**src/rtl/nukv_rotation_matrix_loader.sv**
```systemverilog
// nukv_rotation_matrix_loader
//
// Collects a COL_COUNT x COL_COUNT rotation matrix from a word-serial
// configuration stream into a shadow buffer. Once the shadow buffer holds a
// complete matrix, the loader copies it to the active matrix that drives the
// rotation stage. The copy happens only between values, so a value already in
// the rotation datapath always finishes with the matrix it started with.
//
// Ports
//   clk, rst        clock, synchronous active-high reset
//   cfg_data        matrix entry, row-major order
//   cfg_valid       cfg_data is valid
//   cfg_last        marks the final entry of a matrix
//   cfg_ready       loader can accept a word (combinational)
//   strm_active     a value is in flight in the rotation stage
//   strm_boundary   one-cycle pulse when the last beat of a value is accepted
//   matrix_data     active matrix, entry k=r*COL_COUNT+c at [k*COL_WIDTH +: COL_WIDTH]
//   matrix_valid    the active matrix holds a loaded matrix
//   matrix_epoch    number of completed swaps, wraps 255->0
//   load_error      one-cycle pulse after a malformed load
//
// Handshake: a cfg word moves on a rising clk edge where cfg_valid and
// cfg_ready are both high. cfg_valid may be raised at any time. cfg_ready is
// low during reset and while a completed matrix waits to be swapped in.
module nukv_rotation_matrix_loader #(
  parameter int COL_COUNT      = 3,
  parameter int COL_WIDTH      = 64,
  parameter int RESET_IDENTITY = 0,
  parameter int FRAC_BITS      = 16
) (
  input  logic                                   clk,
  input  logic                                   rst,
  input  logic [COL_WIDTH-1:0]                   cfg_data,
  input  logic                                   cfg_valid,
  input  logic                                   cfg_last,
  output logic                                   cfg_ready,
  input  logic                                   strm_active,
  input  logic                                   strm_boundary,
  output logic [COL_COUNT*COL_COUNT*COL_WIDTH-1:0] matrix_data,
  output logic                                   matrix_valid,
  output logic [7:0]                             matrix_epoch,
  output logic                                   load_error
);

  localparam int N  = COL_COUNT * COL_COUNT;
  localparam int CW = (N > 1) ? $clog2(N) : 1;
  localparam int MW = N * COL_WIDTH;

  function automatic logic [MW-1:0] identity_matrix();
    logic [MW-1:0] m;
    m = '0;
    for (int i = 0; i < COL_COUNT; i++) begin
      m[(i*COL_COUNT+i)*COL_WIDTH +: COL_WIDTH] = COL_WIDTH'(1) << FRAC_BITS;
    end
    return m;
  endfunction

  localparam logic [MW-1:0] RESET_MATRIX = (RESET_IDENTITY != 0) ? identity_matrix() : '0;
  localparam logic          RESET_VALID  = (RESET_IDENTITY != 0);
  localparam logic [CW-1:0] LAST_IDX     = CW'(N - 1);

  typedef enum logic [1:0] {
    FILL    = 2'd0,
    DRAIN   = 2'd1,
    PENDING = 2'd2
  } state_t;

  state_t        state, state_next;
  logic [CW-1:0] count, count_next;
  logic [MW-1:0] shadow;
  logic          err_next;
  logic          do_write;
  logic          do_swap;
  logic          beat;
  logic          swap_ok;

  assign cfg_ready = !rst && (state != PENDING);
  assign beat      = cfg_valid && cfg_ready;

  // A boundary pulse together with strm_active still permits the swap: the
  // value that just ended has had its last beat, so the next beat sees the
  // new matrix.
  assign swap_ok = !matrix_valid || !strm_active || strm_boundary;

  always_comb begin
    state_next = state;
    count_next = count;
    err_next   = 1'b0;
    do_write   = 1'b0;
    do_swap    = 1'b0;
    case (state)
      FILL: begin
        if (beat) begin
          do_write = 1'b1;
          if (count != LAST_IDX) begin
            if (cfg_last) begin
              // Short matrix: flag it and restart from entry 0.
              err_next   = 1'b1;
              count_next = '0;
            end else begin
              count_next = count + 1'b1;
            end
          end else begin
            count_next = '0;
            if (cfg_last) begin
              state_next = PENDING;
            end else begin
              // Long matrix: flag it and drop words until its last marker.
              err_next   = 1'b1;
              state_next = DRAIN;
            end
          end
        end
      end
      DRAIN: begin
        if (beat && cfg_last) begin
          state_next = FILL;
          count_next = '0;
        end
      end
      PENDING: begin
        if (swap_ok) begin
          do_swap    = 1'b1;
          state_next = FILL;
        end
      end
      default: begin
        state_next = FILL;
        count_next = '0;
      end
    endcase
  end

  always_ff @(posedge clk) begin
    if (rst) begin
      state        <= FILL;
      count        <= '0;
      shadow       <= '0;
      matrix_epoch <= '0;
      load_error   <= 1'b0;
      matrix_data  <= RESET_MATRIX;
      matrix_valid <= RESET_VALID;
    end else begin
      state      <= state_next;
      count      <= count_next;
      load_error <= err_next;
      if (do_write) begin
        shadow[int'(count)*COL_WIDTH +: COL_WIDTH] <= cfg_data;
      end
      if (do_swap) begin
        matrix_data  <= shadow;
        matrix_valid <= 1'b1;
        matrix_epoch <= matrix_epoch + 8'd1;
      end
    end
  end

endmodule
```
**config.mk**
```make
export PLATFORM = sky130hd
export DESIGN_NAME = nukv_rotation_matrix_loader
export DESIGN_NICKNAME = d
export VERILOG_FILES = /design/src/rtl/nukv_rotation_matrix_loader.sv
export SDC_FILE = /design/constraint.sdc
export NUM_CORES = 2
export LEC_CHECK = 0
export CAP_MARGIN = 20
export CORE_AREA = 2 2 426 259
export CTS_CLUSTER_SIZE = 24
export DETAILED_ROUTE_END_ITERATION = 6
export DIE_AREA = 0 0 428 261
export PLACE_DENSITY = 0.63
export SLEW_MARGIN = 20
export SYNTH_ARGS = -nofsm -noshare
export SYNTH_HDL_FRONTEND = slang
export SYNTH_SLANG_ARGS = --single-unit
```
**constraint.sdc**
```tcl
create_clock -name clk -period 8.6 [get_ports clk]
set_input_delay 2.15 -clock clk [delete_from_list [all_inputs] [get_ports clk]]
set_output_delay 2.15 -clock clk [all_outputs]
set_load 0.03 [all_outputs]
```
==> run_summary.xml <==
<?xml version="1.0" encoding="UTF-8"?>
<metrics>
  <group name="outcome">
    <metric name="outcome" unit="">finished, final reports clean</metric>
  </group>
  <group name="synthesis">
    <metric name="syn-cell-area" unit="µm²">42800</metric>
    <metric name="synthMostInstantiatedCell" unit="">sky130_fd_sc_hd__nand2_1</metric>
    <metric name="synth_flop_cell" unit="">sky130_fd_sc_hd__dfxtp_1</metric>
    <metric name="yosysWarnings" unit="">0</metric>
    <metric name="total_nets_after_synthesis" unit="">5398</metric>
    <metric name="synth_commonest_cells" unit="">sky130_fd_sc_hd__nand2_1, sky130_fd_sc_hd__dfxtp_1, sky130_fd_sc_hd__a21oi_1</metric>
    <metric name="syn_inst" unit="">5324</metric>
    <metric name="synth_cell_type_count" unit="">46</metric>
    <metric name="synth-seq-area-share" unit="%">54.6</metric>
    <metric name="async_flop_share" unit="%">0</metric>
    <metric name="synth_enable_flop_cells" unit="">0</metric>
    <metric name="synth_largest_area_cell" unit="">sky130_fd_sc_hd__dfxtp_1</metric>
    <metric name="synth_area_per_cell" unit="µm²">8.04</metric>
    <metric name="post-synth-top-area-fraction" unit="%">54.6</metric>
    <metric name="synth.top_cells.by_area" unit="">sky130_fd_sc_hd__dfxtp_1, sky130_fd_sc_hd__a21oi_1, sky130_fd_sc_hd__nand2_1, sky130_fd_sc_hd__o21ai_0, sky130_fd_sc_hd__clkbuf_1</metric>
    <metric name="synth-seq-cells" unit="">1168</metric>
  </group>
  <group name="cells_and_area">
    <metric name="final-instance-count-excl-fill" unit="">7235</metric>
    <metric name="design.final.nets" unit="">5765</metric>
    <metric name="area_growth" unit="%">26.4</metric>
    <metric name="multiInputGateArea" unit="µm²">17600</metric>
    <metric name="finalCoreUtilization" unit="%">50.0</metric>
    <metric name="drive_gt1_share" unit="%">6.30</metric>
    <metric name="fillerInstances" unit="">10400</metric>
    <metric name="ff_latch_area" unit="µm²">23400</metric>
  </group>
  <group name="hold_path">
    <metric name="hold_path_end" unit="">matrix_data[135]$_SDFFE_PP0P_</metric>
    <metric name="min_from" unit="">shadow[135]$_SDFFE_PP0P_</metric>
    <metric name="min_delay_path_depth" unit="">2</metric>
    <metric name="worstHoldPathType" unit="">flop to flop</metric>
  </group>
  <group name="routing">
    <metric name="top_layer" unit="">met5</metric>
    <metric name="drt-wirelength-per-cell" unit="µm">24.9</metric>
    <metric name="drtIter0Drc" unit="">5286</metric>
    <metric name="postRouteWirelength" unit="µm">180000</metric>
    <metric name="antenna_violating_nets_post_route" unit="">0</metric>
    <metric name="num_vias" unit="">41000</metric>
    <metric name="drt-pass1-iter-count" unit="">6</metric>
    <metric name="detail_route.vias_per_cell" unit="">5.67</metric>
    <metric name="post-route-drc-count" unit="">0</metric>
    <metric name="dr_wl_met2" unit="µm">77300</metric>
    <metric name="wirelength_met1" unit="µm">75100</metric>
    <metric name="wl_met3" unit="µm">17800</metric>
  </group>
  <group name="clock_tree">
    <metric name="cts_max_level" unit="">3</metric>
    <metric name="clock_insertion_delay_worst_skew" unit="ns">0.73</metric>
    <metric name="clock_path_buffers" unit="">3</metric>
    <metric name="cts_setup_buffers" unit="">0</metric>
    <metric name="cts-buffers-inserted" unit="">108</metric>
    <metric name="tritoncts" unit="">yes</metric>
    <metric name="cts_hold_repair.buffers" unit="">0</metric>
    <metric name="cts.sinks" unit="">1168</metric>
    <metric name="clkTransAtPathRegs" unit="ns">0.06</metric>
    <metric name="cts_resized" unit="">0</metric>
    <metric name="cts-root-buf" unit="">sky130_fd_sc_hd__clkbuf_16</metric>
  </group>
  <group name="critical_path">
    <metric name="cp_max_fo" unit="">132</metric>
    <metric name="arrival" unit="ns">3.55</metric>
    <metric name="element_type_at_the_critical_path_end" unit="">output port</metric>
    <metric name="r2r-end" unit="">shadow[544]$_SDFFE_PP0P_</metric>
    <metric name="rr_worst_depth" unit="">10</metric>
    <metric name="worst_reg2reg_setup_slack" unit="ns">4.63</metric>
    <metric name="criticalPathCategory" unit="">primary input to output port</metric>
    <metric name="r2r_start" unit="">count[2]$_SDFFE_PP0P_</metric>
    <metric name="setup.worst_path.start_class" unit="">primary input</metric>
    <metric name="worstPathRequired" unit="ns">6.45</metric>
  </group>
  <group name="sta">
    <metric name="finalClockSkew" unit="ns">0.0155</metric>
    <metric name="min_hold_slack" unit="ns">0.441</metric>
    <metric name="final_hold_vios" unit="">0</metric>
    <metric name="grt_setup_unrepaired" unit="">no</metric>
    <metric name="finalSetupTns" unit="ns">0</metric>
    <metric name="fmax" unit="GHz">0.175</metric>
    <metric name="final_period_util" unit="%">66.3</metric>
    <metric name="timing.final.crit_period" unit="ns">5.70</metric>
    <metric name="final-setup-viol-count" unit="">0</metric>
    <metric name="tightest_slew" unit="ns">1.41</metric>
    <metric name="relSlewSlack" unit="%">5.86</metric>
    <metric name="slew_violations" unit="">0</metric>
  </group>
  <group name="grt">
    <metric name="global_route.overflow_total" unit="">0</metric>
    <metric name="number_of_antenna_violations_at_the_first_check_in_global_routing" unit="">19</metric>
    <metric name="gr-usage-all-layers" unit="%">30.6</metric>
    <metric name="grt_pass1_wl" unit="µm">255000</metric>
    <metric name="grt_start_max_net_pins" unit="">238</metric>
    <metric name="number_of_global_route_vias_before_repair" unit="">37000</metric>
  </group>
  <group name="die">
    <metric name="number_of_top_level_pins" unit="">657</metric>
    <metric name="chipWidth" unit="µm">428</metric>
    <metric name="die_h" unit="µm">261</metric>
    <metric name="rows" unit="">94</metric>
    <metric name="start_util" unit="%">39.5</metric>
    <metric name="fp.dieArea" unit="µm²">112000</metric>
    <metric name="floorplan.core_area" unit="µm²">108000</metric>
  </group>
  <group name="power_and_ir_drop">
    <metric name="report.power.total" unit="µW">10900</metric>
    <metric name="total_leakage_power" unit="µW">0.0169</metric>
    <metric name="power_density" unit="nW/µm²">201</metric>
    <metric name="ir_worst_vdd" unit="mV">0.136</metric>
  </group>
  <group name="placed_design">
    <metric name="place_congestion" unit="">0.850</metric>
    <metric name="numPlacedInstances" unit="">7021</metric>
    <metric name="portBuffers" unit="">656</metric>
    <metric name="place_hpwl" unit="µm">110000</metric>
  </group>
  <group name="run">
    <metric name="max_cap_viol_count" unit="">0</metric>
  </group>
</metrics>
## area by class of cell
type                    count  share of cell area, %
flip-flops and latches   1168                   43.2
multi-input cells        3617                   32.5
repair buffers            788                   14.1
clock buffers             168                   6.00
well taps                1440                   3.33
clock inverters            33                  0.731
inverters                   8                 0.0647
diodes                     13                 0.0601
## worst max-delay path, stage by stage
cell and delay (ns):
sky130_fd_sc_hd__buf_8 0.53, sky130_fd_sc_hd__nor2_1 0.11, sky130_fd_sc_hd__clkdlybuf4s50_1 0.63
## routing by layer
layer | track usage [%] | vias up
li1 | - | 18900
met1 | 40.9 | 20000
met2 | 44.8 | 1780
met3 | 9.29 | 366
met4 | 15.5 | 2
met5 | 0 | -
## state kept, by name (all words and copies together), names as in the netlist
| register | cells |
|---|---|
| matrix_data | 576 |
| matrix_epoch | 8 |
| count | 4 |
| matrix_valid | 1 |
| shadow | 576 |
| load_error | 1 |
| state | 2 |
## stage by stage
step | worst slack [ns] | area, µm²
after global placement | 2.90 | 50400
after global routing | 2.82 | 54100
after detailed placement | 2.93 | 50400
after floorplan | 3.30 | 42800
final | 2.90 | 54100
after CTS | 2.93 | 54100
## kinds of logic after synthesis
| group | Yosys count | share of synthesized area, % |
|---|---|---|
| AND/OR/NAND/NOR | 2045 | 21.4 |
| AO/OA/AOI/OAI | 1542 | 18.3 |
| flip-flops | 1168 | 54.6 |
| buffers and inverters | 539 | 4.93 |
| multiplexers | 17 | 0.397 |
| XOR/XNOR | 9 | 0.184 |
| adder cells (fa/ha/maj) | 4 | 0.117 |
## worst max-delay path by stage
| stage | from | endpoint | cells past startpoint |
|---|---|---|---|
| 2_1_floorplan | rst | cfg_ready | 4 |
| 3_3_place_gp | rst | cfg_ready | 3 |
| 3_5_place_dp | rst | cfg_ready | 3 |
| 4_1_cts | rst | cfg_ready | 3 |
| 5_1_grt | rst | cfg_ready | 3 |
| 6_report | rst | cfg_ready | 3 |
## layout by cell type, fill, tap and decap left out, types with 8 or more instances in the layout
| master | n |
|---|---|
| sky130_fd_sc_hd__nor3b_2 | 10 |
| sky130_fd_sc_hd__nand2b_1 | 68 |
| sky130_fd_sc_hd__a21oi_1 | 1026 |
| sky130_fd_sc_hd__o21ai_0 | 475 |
| sky130_fd_sc_hd__clkbuf_1 | 28 |
| sky130_fd_sc_hd__and3_1 | 13 |
| sky130_fd_sc_hd__clkdlybuf4s50_1 | 651 |
| sky130_fd_sc_hd__o21ai_1 | 16 |
| sky130_fd_sc_hd__buf_12 | 8 |
| sky130_fd_sc_hd__mux2i_1 | 17 |
| sky130_fd_sc_hd__clkbuf_8 | 32 |
| sky130_fd_sc_hd__nand4_1 | 245 |
| sky130_fd_sc_hd__clkbuf_16 | 108 |
| sky130_fd_sc_hd__dfxtp_1 | 1167 |
| sky130_fd_sc_hd__nor3b_1 | 32 |
| sky130_fd_sc_hd__clkinv_2 | 14 |
| sky130_fd_sc_hd__nor2_1 | 13 |
| sky130_fd_sc_hd__buf_4 | 121 |
| sky130_fd_sc_hd__diode_2 | 13 |
| sky130_fd_sc_hd__nand3_1 | 331 |
| sky130_fd_sc_hd__nand2_1 | 1287 |
## power by group
part | internal (µW) | switching, µW
sequential | 5420 | 7.79
clock | 2810 | 2190
combinational | 90.4 | 380
total | 8320 | 2580
Power figures use the tool's default switching activity.
